**config.mk**
```make
export PLATFORM = sky130hd
export DESIGN_NAME = arb_mux_2_flat
export DESIGN_NICKNAME = d
export VERILOG_FILES = /design/src/rtl/arb_mux_2_if.sv /design/src/rtl/arb_mux_2.sv /design/src/flat_wrapper.sv
export SDC_FILE = /design/constraint.sdc
export NUM_CORES = 1
export LEC_CHECK = 0
export ABC_AREA = 1
export CORE_MARGIN = 2
export CORE_UTILIZATION = 35
export DETAILED_ROUTE_END_ITERATION = 8
export HOLD_SLACK_MARGIN = 0.08
export SLEW_MARGIN = 20
export SYNTH_ARGS = -nofsm -noshare
export SYNTH_HDL_FRONTEND = slang
export SYNTH_HIERARCHICAL = 1
export SYNTH_SLANG_ARGS = --single-unit
export TNS_END_PERCENT = 5
```
**constraint.sdc**
```tcl
create_clock -name clk -period 1.4 [get_ports clk]
set_clock_uncertainty 0.05 [all_clocks]
set_input_delay 0.28 -clock clk [delete_from_list [all_inputs] [get_ports clk]]
set_output_delay 0.28 -clock clk [all_outputs]
set_load 0.03 [all_outputs]
```
**src/rtl/arb_mux_2_if.sv**
```systemverilog
// Stream bundle for the two-source round-robin merge: two valid/ready inputs, one registered
// valid/ready output and the source index of the word on the output.
interface arb_mux_2_if #(
    parameter int unsigned WIDTH = 8
);
    logic [WIDTH-1:0] i0;
    logic             i0_valid;
    logic             i0_ready;
    logic [WIDTH-1:0] i1;
    logic             i1_valid;
    logic             i1_ready;
    logic [WIDTH-1:0] o;
    logic             o_valid;
    logic             o_ready;
    logic             sel;

    // Arbiter side
    modport slave (
        input  i0, i0_valid, i1, i1_valid, o_ready,
        output i0_ready, i1_ready, o, o_valid, sel
    );

    // Producer/consumer side
    modport master (
        output i0, i0_valid, i1, i1_valid, o_ready,
        input  i0_ready, i1_ready, o, o_valid, sel
    );
endinterface

```
**src/rtl/arb_mux_2.sv**
```systemverilog
// Two-input round-robin stream arbiter feeding a parameterized 2:1 mux. Each source lands in a
// one-entry slot; a registered output stage takes one slot per cycle while it is free.

// Parameterized 2:1 mux, purely combinational.
module mux_p_b #(
    parameter int unsigned WIDTH = 8
) (
    input  logic [WIDTH-1:0] d0,
    input  logic [WIDTH-1:0] d1,
    input  logic             sel,
    output logic [WIDTH-1:0] y
);
    assign y = sel ? d1 : d0;
endmodule

module arb_mux_2 #(
    parameter int unsigned WIDTH = 8
) (
    input  logic        clk,
    input  logic        rst_n,
    arb_mux_2_if.slave  bus
);
    logic             full0_q, full1_q;
    logic [WIDTH-1:0] slot0_q, slot1_q;
    logic             last_q;
    logic [WIDTH-1:0] o_q;
    logic             o_valid_q;
    logic             sel_q;

    logic             out_free;
    logic             xfer;
    logic             grant;
    logic             acc0, acc1;
    logic [WIDTH-1:0] mux_y;

    // Grant decision: single full slot wins outright, contention goes to the one not served last.
    always_comb begin
        out_free = !o_valid_q || bus.o_ready;
        xfer     = out_free && (full0_q || full1_q);
        grant    = (full0_q && full1_q) ? !last_q : full1_q;
        acc0     = bus.i0_valid && !full0_q;
        acc1     = bus.i1_valid && !full1_q;
    end

    mux_p_b #(
        .WIDTH (WIDTH)
    ) u_mux (
        .d0  (slot0_q),
        .d1  (slot1_q),
        .sel (grant),
        .y   (mux_y)
    );

    // Slot 0: load on handshake, empty when granted (a slot is never loaded and granted at once).
    always_ff @(posedge clk or negedge rst_n) begin
        if (!rst_n) begin
            full0_q <= 1'b0;
            slot0_q <= '0;
        end else if (acc0) begin
            full0_q <= 1'b1;
            slot0_q <= bus.i0;
        end else if (xfer && !grant) begin
            full0_q <= 1'b0;
        end
    end

    // Slot 1: same as slot 0.
    always_ff @(posedge clk or negedge rst_n) begin
        if (!rst_n) begin
            full1_q <= 1'b0;
            slot1_q <= '0;
        end else if (acc1) begin
            full1_q <= 1'b1;
            slot1_q <= bus.i1;
        end else if (xfer && grant) begin
            full1_q <= 1'b0;
        end
    end

    // Output stage and round-robin memory; everything holds while the output is stalled.
    always_ff @(posedge clk or negedge rst_n) begin
        if (!rst_n) begin
            o_q       <= '0;
            o_valid_q <= 1'b0;
            sel_q     <= 1'b0;
            last_q    <= 1'b1;  // first contention goes to source 0
        end else if (out_free) begin
            if (xfer) begin
                o_q       <= mux_y;
                sel_q     <= grant;
                o_valid_q <= 1'b1;
                last_q    <= grant;
            end else begin
                o_valid_q <= 1'b0;
            end
        end
    end

    assign bus.i0_ready = !full0_q;
    assign bus.i1_ready = !full1_q;
    assign bus.o        = o_q;
    assign bus.o_valid  = o_valid_q;
    assign bus.sel      = sel_q;
endmodule

```
**src/flat_wrapper.sv**
```systemverilog
// flat-port wrapper written by rule: the top's interface ports become plain ports
module arb_mux_2_flat 
#(
    parameter int unsigned WIDTH = 8
)
  (clk, rst_n, bus_i0, bus_i0_valid, bus_i1, bus_i1_valid, bus_o_ready, bus_i0_ready, bus_i1_ready, bus_o, bus_o_valid, bus_sel);
  arb_mux_2_if #(.WIDTH(WIDTH)) bus_i ();
  input  logic clk;
  input  logic rst_n;
  input wire logic [$bits(bus_i.i0)-1:0] bus_i0;
  input wire logic [$bits(bus_i.i0_valid)-1:0] bus_i0_valid;
  input wire logic [$bits(bus_i.i1)-1:0] bus_i1;
  input wire logic [$bits(bus_i.i1_valid)-1:0] bus_i1_valid;
  input wire logic [$bits(bus_i.o_ready)-1:0] bus_o_ready;
  output wire logic [$bits(bus_i.i0_ready)-1:0] bus_i0_ready;
  output wire logic [$bits(bus_i.i1_ready)-1:0] bus_i1_ready;
  output wire logic [$bits(bus_i.o)-1:0] bus_o;
  output wire logic [$bits(bus_i.o_valid)-1:0] bus_o_valid;
  output wire logic [$bits(bus_i.sel)-1:0] bus_sel;
  assign bus_i.i0 = bus_i0;
  assign bus_i.i0_valid = bus_i0_valid;
  assign bus_i.i1 = bus_i1;
  assign bus_i.i1_valid = bus_i1_valid;
  assign bus_i.o_ready = bus_o_ready;
  assign bus_i0_ready = bus_i.i0_ready;
  assign bus_i1_ready = bus_i.i1_ready;
  assign bus_o = bus_i.o;
  assign bus_o_valid = bus_i.o_valid;
  assign bus_sel = bus_i.sel;
  arb_mux_2 #(.WIDTH(WIDTH)) u_core (.clk(clk), .rst_n(rst_n), .bus(bus_i));
endmodule
```
==> impl_metrics.tcl <==
set metrics [dict create \
    status "finished clean" \
    yosysTopAreaCellShare_pct 54.3 \
    maxSlewHeadroom_pct 79.7 \
    final_max_slew_viol_count 0 \
    antenna_cells 0 \
    drt_wl_total_um 2670 \
    netlist_top_cells_area "dfrtp_1, nand2_1, nand3_1" \
    dieArea_um2 4190 \
    critPathLaunch "u_core/full0_q" \
    portBuffers 32 \
    avgSynthCellArea_um2 8.22 \
    core_area_um2 3610 \
    synthToLayoutAreaGrowth_pct 37.3 \
    tns_ps 0 \
    drive_above_1_share_pct 13.2 \
    syn-num-nets 178 \
    vias 1091 \
    fin_ws_ps 28.1 \
    ys_ff_latch 29 \
    antenna_left 0 \
    yosysSeqAreaShare_pct 56.3 \
    grt_pass1_vias 1093 \
    critPathLaunchType "flop" \
    synth_area_leader_cell "dfrtp_1" \
    arrival_ps 1040 \
    max_freq_mhz 729 \
    ys_types 12 \
    min_period_ps 1370 \
    endpoint_kind "output port" \
    cts_sinks 29 \
    io_pins 33 \
    rsz0062_at_grt "true" \
    synth_edf_count 0 \
    htree_levels 2 \
    drtIter0Drc 47 \
    required_ps 1070 \
    netlist_top_cells_count "nand2_1, dfrtp_1, nand3_1" \
    die_w_um 64.7 \
    period_share_pct 98.0 \
    antenna_found_initial 0 \
    leakagePower_nw 0.962 \
    path_clk_slew_ps 60 \
    syn_area_um2 1290 \
    setup.worst_path.class "reg -> out" \
    yosys_most_used_dff "dfrtp_1" \
    grt_pass1_wl_um 4750 \
    ir_drop_uv 713 \
    grt_max_degree 30 \
    start_util_pct 35.8 \
    synth.most_common_cell "nand2_1" \
    hold_viol 0 \
    grtUsageTotal_pct 14.9 \
    place_area_um2 1680 \
    clk_latency_ps 270 \
    total_power_mw 4.03 \
    drv_cap 0 \
    avgRoutedWirePerCell_um 10.9 \
    dpl.hpwl_um 2110 \
    cts_tree "done" \
    worst-path-max-fanout 11 \
    final_area_um2 1770 \
    final_core_util_pct 49.2 \
    dp_worst_setup_slack_ps 12.1 \
    die_y_um 64.7 \
    power.density_nw_per_um2 2270 \
    setup_viol 0 \
    cts_made_buffers 5 \
    nNetsFinal 217 \
    gp_congestion 0.765 \
    worst_pin_slew_ps 306 \
    viasPerCell 4.45 \
    ys_warn_count 6 \
    gr-total-overflow 0 \
    rr_startpoint "u_core/last_q" \
    drt-pass1-iter-count 4 \
    rows 22 \
    postCtsSetupBuffers 0 \
    drc 0 \
    synthArstFlopShare_pct 100 \
    hold_path_class "in -> async" \
    cts_root_buf "clkbuf_8" \
    cts_buffer_depth 2 \
    postCtsHoldBufs 0 \
    syn-instance-count 157 \
]
worst paths after layout:
| kind | endpoint | slack, ps | cells past startpoint |
|---|---|---|---|
| setup reg to reg | u_core/bus.o[0] | 110 | 8 |
| hold / removal | u_core/bus.o[3] | 320 | 2 |
| setup / recovery | bus_i0_ready | 30 | 2 |
| min in group clk | u_core/bus.o[0] | 410 | 2 |
| hold reg to reg | u_core/bus.o[0] | 410 | 2 |
| max in group asynchronous | u_core/last_q | 750 | 2 |
area by class of cell:
type                            count  area (um^2)
Timing Repair Buffer               39          370
Fill cell                         361         1830
Multi-Input combinational cell    115          487
Clock inverter                      1         5.00
Clock buffer                        7         96.3
Inverter                            6         27.5
Tap cell                           48         60.1
Sequential cell                    29          727
registers in the layout, summed over array words and instances, names as in the netlist:
register            cells
u_core/full1_q          1
u_core/bus.sel          1
u_core/slot1_q          8
u_core/slot0_q          8
u_core/bus.o_valid      1
u_core/last_q           1
u_core/bus.o            8
u_core/full0_q          1
kinds of logic after synthesis:
| group | synth area share (%) |
|---|---|
| AND/OR/NAND/NOR | 37.7 |
| flip-flops | 56.3 |
| buffers and inverters | 6.01 |
per-layer routing:
layer	track usage, %	vias to the layer above	routed length [um]	part of all wire (%)
met5	0	-	0	0
met4	4.79	0	0	0
met3	4.51	0	126	4.7
met2	24.9	31	1370	51
met1	18.3	495	1170	44
li1	-	565	-	-
critical path, stage by stage (launching register included):
cell,delay (ps)
dfrtp_1,430
inv_4,150
buf_4,180
placed cells by master, fill, tap and decap left out, types with 2 or more instances in the layout:
cell,Yosys,routed
buf_4,3,8
inv_1,3,2
nand2_1,84,84
nor2_1,3,3
inv_2,3,2
nand2_4,3,3
inv_4,0,2
clkdlybuf4s50_1,0,20
dfrtp_1,28,28
clkbuf_8,0,7
nand3_1,24,24
dlygate4sd2_1,0,8
clkdlybuf4s15_1,0,2
what timing repair did:
| item | CTS | global route |
|---|---|---|
| pin swaps | 0 | 0 |
| resized for setup | 11 | 4 |
| endpoints found under the setup margin | 11 | 11 |
report_power, final:
group	internal (mW)	switching, mW
clock network	0.443	0.289
registers	1.26	0.234
logic	0.628	1.18
through the flow:
step,std cells,hold WS (ps)
floorplan,157,-65.6
global placement,237,405
detailed placement,237,413
CTS,245,317
global route,245,327
finish,245,322
Note: power is estimated with default switching activity, not from simulation.
